`config.mk`:
```
export PLATFORM = sky130hd
export DESIGN_NAME = fas_seq_ctrl
export DESIGN_NICKNAME = d
export VERILOG_FILES = /design/src/rtl/fas_pkg.sv /design/src/rtl/fas_timeout_cnt.sv /design/src/rtl/fas_seq_ctrl.sv
export SDC_FILE = /design/constraint.sdc
export NUM_CORES = 1
export LEC_CHECK = 0
export ABC_AREA = 1
export CORE_ASPECT_RATIO = 1.1
export CORE_UTILIZATION = 55
export DETAILED_ROUTE_END_ITERATION = 6
export GPL_TIMING_DRIVEN = 0
export PLACE_DENSITY = 0.85
export SYNTH_ARGS = -nofsm -noshare
export SYNTH_HDL_FRONTEND = slang
export SYNTH_SLANG_ARGS = --single-unit
```
`constraint.sdc`:
```
create_clock -name CLK -period 3.9 [get_ports CLK]
set_clock_uncertainty 0.05 [all_clocks]
set_input_delay 0.78 -clock CLK [delete_from_list [all_inputs] [get_ports CLK]]
set_output_delay 0.78 -clock CLK [all_outputs]
set_load 0.01 [all_outputs]
```
`src/rtl/fas_pkg.sv`:
```
// rtl/fas_pkg.sv - shared FAS constants, FSM encoding and width helper
package fas_pkg;

    typedef logic [1:0] state_t;

    localparam logic [1:0] ST_IDLE   = 2'd0;
    localparam logic [1:0] ST_LOAD   = 2'd1;
    localparam logic [1:0] ST_WAIT   = 2'd2;
    localparam logic [1:0] ST_FINISH = 2'd3;

    localparam int DEF_FRAME_LEN = 16;
    localparam int DEF_TIMEOUT   = 1023;

    // Bits needed to count 0 .. n-1, never less than one
    function automatic int cnt_width(input int n);
        return (n > 1) ? $clog2(n) : 1;
    endfunction

endpackage

```
`src/rtl/fas_timeout_cnt.sv`:
```
// rtl/fas_timeout_cnt.sv - WAIT-phase cycle counter with expiry flag
module fas_timeout_cnt
    import fas_pkg::*;
#(
    parameter int TIMEOUT = DEF_TIMEOUT
) (
    input  logic CLK,
    input  logic RST,
    input  logic load,
    input  logic enable,
    output logic expire
);
    localparam int CW = cnt_width(TIMEOUT);
    localparam logic [CW-1:0] LAST = CW'(TIMEOUT - 1);

    logic [CW-1:0] count;

    // Expiry fires in the cycle whose increment would make the count reach TIMEOUT
    assign expire = enable && (count == LAST);

    // Cleared whenever not timing, counts up while enabled
    always_ff @(posedge CLK or posedge RST) begin
        if (RST) begin
            count <= '0;
        end else if (load) begin
            count <= '0;
        end else if (enable && !expire) begin
            count <= count + 1'b1;
        end
    end

endmodule

```
`src/rtl/fas_seq_ctrl.sv`:
```
// rtl/fas_seq_ctrl.sv - sequences sample frames into the FAS pipeline and collects results
module fas_seq_ctrl
    import fas_pkg::*;
#(
    parameter int FRAME_LEN = DEF_FRAME_LEN,
    parameter int TIMEOUT   = DEF_TIMEOUT
) (
    input  logic        CLK,
    input  logic        RST,
    input  logic        start,
    input  logic [7:0]  num_frames,
    input  logic        src_valid,
    input  logic [15:0] src_data,
    output logic        src_ready,
    output logic        data_valid,
    output logic [15:0] data,
    input  logic        fas_done,
    input  logic [3:0]  fas_freq,
    output logic        res_valid,
    output logic [3:0]  res_freq,
    output logic [7:0]  res_idx,
    output logic        busy,
    output logic        all_done,
    output logic        timeout_err
);
    localparam int SW = cnt_width(FRAME_LEN);
    localparam logic [SW-1:0] LAST_SAMPLE = SW'(FRAME_LEN - 1);

    state_t        state;
    state_t        state_n;
    logic [SW-1:0] sample_cnt;
    logic [7:0]    frame_idx;
    logic [7:0]    frame_total;
    logic          pending;
    logic [3:0]    pending_freq;
    logic          in_load;
    logic          in_wait;
    logic          handshake;
    logic          last_sample;
    logic          got_result;
    logic          more_frames;
    logic          tmr_expire;
    logic [3:0]    result_freq;

    assign in_load     = (state == ST_LOAD);
    assign in_wait     = (state == ST_WAIT);
    assign src_ready   = in_load;
    assign handshake   = src_valid && in_load;
    assign last_sample = handshake && (sample_cnt == LAST_SAMPLE);
    // A live fas_done in WAIT carries the freshest frequency; otherwise use the one held from LOAD
    assign got_result  = in_wait && (fas_done || pending);
    assign result_freq = fas_done ? fas_freq : pending_freq;
    // Widened to 9 bits so frame 255 cannot wrap the comparison
    assign more_frames = ({1'b0, frame_idx} + 9'd1) < {1'b0, frame_total};

    fas_timeout_cnt #(
        .TIMEOUT (TIMEOUT)
    ) u_timer (
        .CLK    (CLK),
        .RST    (RST),
        .load   (!in_wait),
        .enable (in_wait),
        .expire (tmr_expire)
    );

    // Next-state selection; a result outranks a simultaneous timer expiry
    always_comb begin
        state_n = state;
        case (state)
            ST_IDLE: begin
                if (start) begin
                    state_n = (num_frames != 8'd0) ? ST_LOAD : ST_FINISH;
                end
            end
            ST_LOAD: begin
                if (last_sample) begin
                    state_n = ST_WAIT;
                end
            end
            ST_WAIT: begin
                if (got_result) begin
                    state_n = more_frames ? ST_LOAD : ST_FINISH;
                end else if (tmr_expire) begin
                    state_n = ST_FINISH;
                end
            end
            ST_FINISH: state_n = ST_IDLE;
            default:   state_n = ST_IDLE;
        endcase
    end

    // State register with busy tracking the new state and all_done following FINISH
    always_ff @(posedge CLK or posedge RST) begin
        if (RST) begin
            state    <= ST_IDLE;
            busy     <= 1'b0;
            all_done <= 1'b0;
        end else begin
            state    <= state_n;
            busy     <= (state_n != ST_IDLE);
            all_done <= (state == ST_FINISH);
        end
    end

    // Sample forwarding with one-cycle latency and per-frame sample counting
    always_ff @(posedge CLK or posedge RST) begin
        if (RST) begin
            data_valid <= 1'b0;
            data       <= '0;
            sample_cnt <= '0;
        end else begin
            data_valid <= handshake;
            if (handshake) begin
                data <= src_data;
            end
            if (state == ST_IDLE || last_sample) begin
                sample_cnt <= '0;
            end else if (handshake) begin
                sample_cnt <= sample_cnt + 1'b1;
            end
        end
    end

    // Run bookkeeping, early fas_done capture, result record and timeout flag
    always_ff @(posedge CLK or posedge RST) begin
        if (RST) begin
            frame_total  <= '0;
            frame_idx    <= '0;
            pending      <= 1'b0;
            pending_freq <= '0;
            res_valid    <= 1'b0;
            res_freq     <= '0;
            res_idx      <= '0;
            timeout_err  <= 1'b0;
        end else begin
            res_valid <= 1'b0;
            if (state == ST_IDLE) begin
                pending <= 1'b0;
                if (start && num_frames != 8'd0) begin
                    frame_total <= num_frames;
                    frame_idx   <= '0;
                    timeout_err <= 1'b0;
                end
            end
            if (in_load && fas_done) begin
                pending      <= 1'b1;
                pending_freq <= fas_freq;
            end
            if (got_result) begin
                res_valid <= 1'b1;
                res_freq  <= result_freq;
                res_idx   <= frame_idx;
                frame_idx <= frame_idx + 8'd1;
                pending   <= 1'b0;
            end else if (tmr_expire) begin
                timeout_err <= 1'b1;
            end
        end
    end

endmodule
```
# Word-level counts from Yosys, hierarchy flattened
# Cells that the tools add are included.
# Widths: inputs -> output; s select.
word_totals:
  latchBits: 0
  n_memories: 0
  regBits: 70
  input_bits: 33
  ramBits: 0
  out_inout_bits: 34
  rom_bits: 0
op_classes:
  n_div: 0
  bitwise_logic: 0
  mux: 23
  n_lt_le_gt_ge: 1
  n_addsub: 4
  eq_ne: 6
  mul: 0
  n_reduce_logical: 19
  shifts: 0
op_table:
  columns: ["op", "n"]
  rows:
  - ["$mux 8", 3]
  - ["$mux 10", 2]
  - ["$mux 2", 6]
  - ["$mux 4", 3]
  - ["$add 10x1->10 const B", 1]
  - ["$eq 10x10->1 const B", 1]
  - ["$add 8x1->9 const B", 1]
  - ["$lt 9x8->1", 1]
  - ["$add 8x1->8 const B", 1]
  - ["$mux 1", 8]
  - ["$pmux 2 s4", 1]
  - ["$reduce_bool 2->1", 4]
  - ["$reduce_bool 8->1", 1]
  - ["$logic_and 1x1->1", 7]
  - ["$add 4x1->4 const B", 1]
  - ["$eq 2x2->1 const B", 2]
  - ["$eq 4x4->1 const B", 1]
  - ["$reduce_and 2->1", 2]
  - ["$reduce_bool 3->1", 1]
  - ["$eq 2x1->1 const B", 1]
  - ["$logic_not 2->1", 1]
  - ["$logic_or 1x1->1", 2]
  - ["$ne 2x1->1 const B", 1]
  - ["$logic_not 1->1", 1]

# Depth between registers and ports, before layout
# Gate-level depths: netlist of the first run.
depth:
  depth_word: 6
  ltp_mapped: 16
  ltp_nobuf: 16

# Hierarchy
# A second synthesis of the first run with hierarchy kept.
unflattened:
  cells_unflattened: 397
  area_unflattened_um2: 3373.2
by_module_without_submodules:
  columns: ["mod", "instances", "area_each_um2", "cells_each", "seq_area_each_um2"]
  rows:
  - ["fas_seq_ctrl", 1, 2718.9, 304, 1501.4]
  - ["fas_timeout_cnt", 1, 654.4, 93, 250.2]

# Worst setup path after synthesis of the first run
# No wires, ideal clock.
synth_timing:
  path_type: "register to register"
  startpoint: "register frame_idx[0]"
  endpoint: "register busy"
  synth_period_minus_slack_ns: 2.068
  required_ns: 3.724
  slack_ns: 1.832
  path_stages_with_launch: 14
  n_path_buf: 0
  arrival_ns: 1.892
  setup_time_ns: 0.126
  cell_sequence: "dfrtp_1 -> ha_1 -> nand2_1 -> nor2_1 -> nand3_1 -> xor2_1 -> ha_1 -> a21o_1 -> nand3_1 -> nand2_1 -> nor2_1 -> nand3_1 -> nand3_1 -> nand3_1"
synth_between:
  elab_chain_len: 6
synth_lines:
  columns: ["element", "line", "source"]
  rows:
  - ["start, declared", "fas_seq_ctrl.sv:32", "logic [7:0] frame_idx;"]
  - ["start signal, assigned", "fas_seq_ctrl.sv:153", "frame_idx <= frame_idx + 8'd1;"]
  - ["$add 8x1->9", "fas_seq_ctrl.sv:54", "assign more_frames = ({1'b0, frame_idx} + 9'd1) < {1'b0, frame_total};"]
  - ["$lt 9x8->1", "fas_seq_ctrl.sv:54", null]
  - ["$mux 2", "fas_seq_ctrl.sv:82", "state_n = more_frames ? ST_LOAD : ST_FINISH;"]
  - ["$mux 2", "fas_seq_ctrl.sv:81", "if (got_result) begin"]
  - ["$pmux 2 s4", "fas_seq_ctrl.sv:69", "case (state)"]
  - ["$reduce_bool 2->1", "fas_seq_ctrl.sv:100", "busy <= (state_n != ST_IDLE);"]
  - ["end signal, assigned", "fas_seq_ctrl.sv:100", null]
  - ["end, declared", "fas_seq_ctrl.sv:22", "output logic busy,"]
# No other way between the ends.
# A chain may end at the register's enable or synchronous reset.

# Worst setup path in the final report of the first run
# Ends and elaborated chain as after synthesis.

==> results of run 1 <==
-- Yosys cell counts --
master    count  area [um^2]
nor3_1        2         10.0
o21bai_1      1         7.51
inv_2         5         18.8
a31oi_1       3         18.8
nand4_1       2         12.5
a31o_2        1         8.76
dfrtp_1      70         1750
or2_2         1         6.26
o21ai_0      32          160
nand3_1      16         80.1
nand2_1     111          417
nand2_2       2         12.5
ha_1         11          138
clkbuf_1      1         3.75
nor3_4        1         16.3
buf_2         5         25.0
a21o_1        2         15.0
buf_4         2         15.0
nand2_4       1         11.3
xor2_1        7         61.3
nor3b_1       4         30.0
nor2_2        3         18.8
inv_1        43          161
nor4_1        1         6.26
o21ai_2       2         17.5
nor2_1       20         75.1
a211oi_1      1         7.51
o21ai_1       6         30.0
o22ai_1       2         12.5
a21oi_1       9         45.0
o21ai_4       1         16.3
-- path summary, 6_finish.rpt --
check                        startpoint       endpoint  slack, ns  cells after the start
max                        frame_idx[0]           busy       1.43                     13
min                            data[15]       data[15]       0.43                      2
max reg2reg                frame_idx[0]           busy       1.43                     13
min reg2reg                    data[15]       data[15]       0.43                      2
max in group asynchronous           RST  sample_cnt[0]       2.36                      2
min in group asynchronous           RST        data[5]       0.91                      2
-- registers in the layout (all words and copies together), names as in the netlist --
register and cells:
frame_idx 8, busy 1, u_timer.count 10, res_idx 8
res_freq 4, data_valid 1, state 2, frame_total 8
timeout_err 1, pending 1, sample_cnt 4, res_valid 1
pending_freq 4, data 16, all_done 1
-- layout by cell type (no fill, tap or decap), types with 2 or more instances in the layout --
| cell | count |
|---|---|
| a21oi_1 | 9 |
| nor2_2 | 3 |
| ha_1 | 11 |
| nand3_1 | 16 |
| o21ai_2 | 2 |
| clkbuf_8 | 10 |
| clkinv_2 | 2 |
| clkdlybuf4s50_1 | 65 |
| nor2_1 | 20 |
| dfrtp_1 | 70 |
| bufinv_16 | 2 |
| buf_2 | 5 |
| nand2_2 | 2 |
| nor3_1 | 2 |
| o22ai_1 | 2 |
| nand4_1 | 2 |
| a21o_1 | 2 |
| clkbuf_1 | 3 |
| o21ai_0 | 32 |
| xor2_1 | 7 |
| inv_1 | 42 |
| inv_2 | 5 |
| nand2_1 | 111 |
| o21ai_1 | 6 |
| buf_4 | 2 |
| nor3b_1 | 4 |
| a31oi_1 | 3 |
-- critical path, delay by kind of cell, from the launching register on --
family / cells / cell delay, ns
xor gates and xnor gates: 1 / 0.24
adders and majority gates: 2 / 0.48
DFF: 1 / 0.40
AOI/OAI and AO/OA: 1 / 0.16
and+or+nand+nor: 9 / 1.01
-- cell type report --
class	instances	share of cell area, %
plain buffers	8	1.05
clock buffers	12	3.48
clock inverters	4	1.68
inverters	48	4.38
multi-input cells	242	29.6
flip-flops and latches	70	42.0
well taps	75	2.25
repair buffers	65	15.6
-- power by group through the flow --
stage	registers [W]	clock network (W)	logic, W
2_1_floorplan	0.00103	0	0.000403
3_3_place_gp	0.00101	0	0.000661
3_5_place_dp	0.00102	0	0.000691
4_1_cts	0.00101	0.000643	0.000707
5_1_grt	0.00103	0.000676	0.000784
6_report	0.00101	0.000640	0.000702
-- metal layers --
layer	up-vias	global-route usage [%]	routed length (um)
li1	1320	-	-
met1	1281	31.1	3010
met2	66	40.2	3480
met3	14	4.98	223
met4	0	12.1	152
met5	-	0	0
-- cell families after synthesis --
family	after synthesis	synth area share [%]
AOI/OAI and AO/OA	60	10.6
xor gates and xnor gates	7	1.91
adders and majority gates	11	4.29
buffers and inverters	56	6.98
DFF	70	54.6
and+or+nand+nor	164	21.7
-- through the flow --
stage	std cells	instance area (um^2)	utilization [%]
after floorplan	368	3210	-
after detailed placement	508	3960	71.9
after global routing	524	4170	75.8
final	524	4170	75.8
after CTS	524	4170	75.8
after global placement	508	3950	71.9
==> impl_metrics.ini, run 1 <==
[outcome]
status = complete, no violations

[clock_tree]
insertion_delay_ns = 0.34
cts_htree_levels = 3
cts_hold_buffers = 0
cts_buffers = 9
cts_setup_buffers = 0
clockBufferDepth = 2
ctsResizeCount = 0
cts.sinks = 70
clkTransAtPathRegs_ns = 0.07
cts_root_buffer = clkbuf_8
cts_tree = built

[placed_design]
portBuffers = 65
place_ws_ns = 1.48
dp_hpwl_mm = 4.79
gp_congestion = 0.825

[final_layout]
fillers = 399
seq_area_mm2 = 0.00175
num-nets-final = 488
n_antenna_cell = 0
drive_gt1_share_pct = 8.69
multi_input_area_mm2 = 0.00123
syn_to_final_growth_pct = 30.0

[power]
seqPwrFrac_pct = 42.9
power_w = 0.00235
clock_power_share_pct = 27.2
power.density_mw_per_mm2 = 564
leakage_nw = 2.05
intPower_w = 0.00160
switching_share_pct = 32.0
p_comb_share_pct = 29.8
switching_power_w = 0.000753
vdd_drop_max_uv = 437

[floorplan]
io_pins = 67
core_mm2 = 0.00550
die_h_um = 82.1
die_w_um = 74.8
die_area_mm2 = 0.00615
row_count = 28
start_util_pct = 58.3

[logic_synthesis]
netlist_area_mm2 = 0.00321
synth-seq-cells = 70
syn_area_per_cell_um2 = 8.72
synth_cell_types = 31
yosys_warnings = 0
ys_seq_area_share_pct = 54.6
synth_cells = 368
synth_nets = 412

[timing]
setup_viol = 0
fmax_ghz = 0.404
period_share_pct = 63.4
rsz0062_at_grt = false
post-route-min-period_ns = 2.47
setup_slack_ns = 1.43
maxSlewViolCount = 0
hold_violations = 0
setup_tns_ns = 0
relSlewSlack_pct = 45.6
whs_ns = 0.431
worstMarginPinSlew_ns = 0.816

[worst_setup_path]
cp_cell_sequence = ha_1, nand2_1, nor2_1, nand3_1, xor2_1, ha_1, a21o_1, nand3_1, nand2_1, nor2_1, nand3_1, nand3_1, nand3_1
crit_fanout = 4
slowest_stage = dfrtp_1
cp.required_ns = 4.06
startpoint_type = flop
critical_path_class = flop to flop
cp.arrival_ns = 2.64
path_common_cell = nand3_1
cp_slowest_stage_delay_ns = 0.40
crit_path_end_kind = flop

[grt]
grt_pass1_vias = 2547
grt_usage_pct = 24.6
overflow = 0
grt_pass1_wl_mm = 11.2
grt_max_degree = 71
antenna_found_initial = 0

[job]
cap_violations = 0

[drt]
ant_nets = 0
drtIter0Drc = 120
vias_per_cell = 5.12
drc = 0
dr.pass1.iters = 4
wire_per_inst_um = 13.1
vias = 2681
wirelength_mm = 6.87

[worst_hold_path]
worstHoldPathType = flop to flop
Power figures use the tool's default switching activity.
==> run 2, diff against run 1 <==
CORE_UTILIZATION = 51   (was 55)
PLACE_DENSITY = 0.8   (was 0.85)
clock period = 2.6 ns   (was 3.9 ns; I/O delays follow)
==> run 2 against run 1 <==
Compared with the run above: count of clock-buffer cells in the layout grew 1; sequential cell count is the same; register-to-register slack lost 1.1 ns; via count shrank 2.5%; first-iteration DRC count grew 4.2%; non-clock buffer count is the same; clock power grew 67%; combinational power grew 47%; worst hold slack is essentially flat; fmax grew 8.5%; largest power group unchanged.
==> impl_metrics.ini, run 2 (synthesis gave the netlist of run 1 again) <==
[outcome]
status = complete, no violations

[timing]
post-route-min-period_ns = 2.28
hold_violations = 0
setup_tns_ns = 0
relSlewSlack_pct = 44.4
setup_viol = 0
maxSlewViolCount = 0
period_share_pct = 87.7
fmax_ghz = 0.439
worstMarginPinSlew_ns = 0.833

[worst_setup_path]
startpoint_type = flop
crit_fanout = 4
cp_cell_sequence = ha_1, nand2_1, nor2_2, nand3_1, xor2_1, ha_1, a21o_1, nand3_1, nand2_1, nor2_1, nand3_1, nand3_1, nand3_1
critical_path_class = flop to flop
regToRegStartpoint = frame_idx[0]
cp.arrival_ns = 2.44
slowest_stage = dfrtp_1
cp.required_ns = 2.76
r2r-end = busy
r2r_cells = 13
r2r_slack_ns = 0.32
path_common_cell = nand3_1
crit_start = frame_idx[0]
crit_path_end_kind = flop
cp_num_buf_inv = 0
crit_end = busy
cp_top_family = simple AND/OR/NAND/NOR gates
cp_slowest_stage_delay_ns = 0.40
path_depth = 13

[drt]
wl_met1_mm = 3.07
vias_per_cell = 4.97
route.met2.wl_mm = 3.06
ant_nets = 0
drc = 0
met3WireLength_um = 312
wire_per_inst_um = 12.4
highest_layer = met4
drtIter0Drc = 125
vias = 2615
dr.pass1.iters = 4
wirelength_mm = 6.53

[final_layout]
largest_reg_flops = 16
largest-register = data
layout_commonest_cell = nand2_1
num-nets-final = 488
layout_common_cells = nand2_1, dfrtp_1, clkdlybuf4s50_1, inv_1, o21ai_0
largestRegisters = data: 16 flops, u_timer.count: 10 flops
stdcell_area_mm2 = 0.00421
syn_to_final_growth_pct = 31.2
n_antenna_cell = 0
drive_gt1_share_pct = 8.91

[clock_tree]
cts.sinks = 70
cts_hold_buffers = 0
clkTransAtPathRegs_ns = 0.07
cts_htree_levels = 3
ctsResizeCount = 0
cts_tree = built
cts_setup_buffers = 0
cts_root_buffer = clkbuf_8
cts_buffers = 9
insertion_delay_ns = 0.34
clockBufferDepth = 2

[grt]
overflow = 0
grt_pass1_vias = 2578
grt_usage_pct = 22.2
grt_pass1_wl_mm = 11.4
antenna_found_initial = 0
grt_max_degree = 71

[placed_design]
portBuffers = 65
gp_congestion = 0.791
placed_cell_area_mm2 = 0.00396
dp_hpwl_mm = 4.77

[power]
intPower_w = 0.00252
seqPwrFrac_pct = 41.8
switching_power_w = 0.00109
leakage_nw = 2.06
power.density_mw_per_mm2 = 858
clock_power_share_pct = 29.7
p_comb_share_pct = 28.6
vdd_drop_max_uv = 552
switching_share_pct = 30.2

[floorplan]
start_util_pct = 54.3
core_mm2 = 0.00591
die_h_um = 85.2
row_count = 29
die_w_um = 77.6
die_area_mm2 = 0.00661
io_pins = 67

[job]
cap_violations = 0

[worst_hold_path]
worstHoldPathType = flop to flop
## run 2: final cells by class
type | count | area, um^2
Tap cell | 77 | 96.3
Fill cell | 454 | 1700
Sequential cell | 70 | 1750
Multi-Input combinational cell | 242 | 1240
Clock buffer | 13 | 159
Timing Repair Buffer | 65 | 651
Inverter | 48 | 183
Buffer | 8 | 43.8
Clock inverter | 3 | 90.1
## run 2: worst register-to-register path, delay by kind of cell (launching register included)
| kind | cells | cell delay, ns |
|---|---|---|
| compound gates | 1 | 0.16 |
| xor+xnor | 1 | 0.20 |
| fa+ha+maj | 2 | 0.47 |
| flops | 1 | 0.40 |
| simple gates | 9 | 0.88 |
## run 2: worst min-delay path by stage
stage                           from                to  slack [ns]  depth (start not counted)
floorplan           u_timer.count[6]  u_timer.count[6]        0.39                          1
global placement    u_timer.count[6]  u_timer.count[6]        0.41                          1
detailed placement           data[4]           data[4]        0.41                          2
CTS                          data[4]           data[4]        0.43                          2
global route                data[10]          data[10]        0.45                          2
finish                       data[4]           data[4]        0.43                          2
## run 2: power groups by stage
stage               sequential (W)  clock (W)  combinational (W)
floorplan                  0.00154          0           0.000604
global placement           0.00152          0           0.000994
detailed placement         0.00153          0            0.00104
CTS                        0.00151    0.00109            0.00105
global route               0.00154    0.00115            0.00118
finish                     0.00151    0.00107            0.00103
## run 2: layer usage
layer / vias up / global-route usage [%]
met4: 0 / 9.95
li1: 1324 / -
met2: 58 / 36.1
met1: 1227 / 28.7
met3: 6 / 4.41
met5: - / 0
## run 2: stage by stage
stage	setup WS, ns	utilization [%]	power (W)	cells	hold WS [ns]
final	0.320	71.2	0.00361	526	0.431
after global routing	-0.000650	71.2	0.00387	526	0.453
after CTS	0.228	71.1	0.00365	526	0.433
after detailed placement	0.246	66.9	0.00257	510	0.414
after global placement	-0.883	66.9	0.00251	510	0.412
after floorplan	0.262	-	0.00214	368	0.393
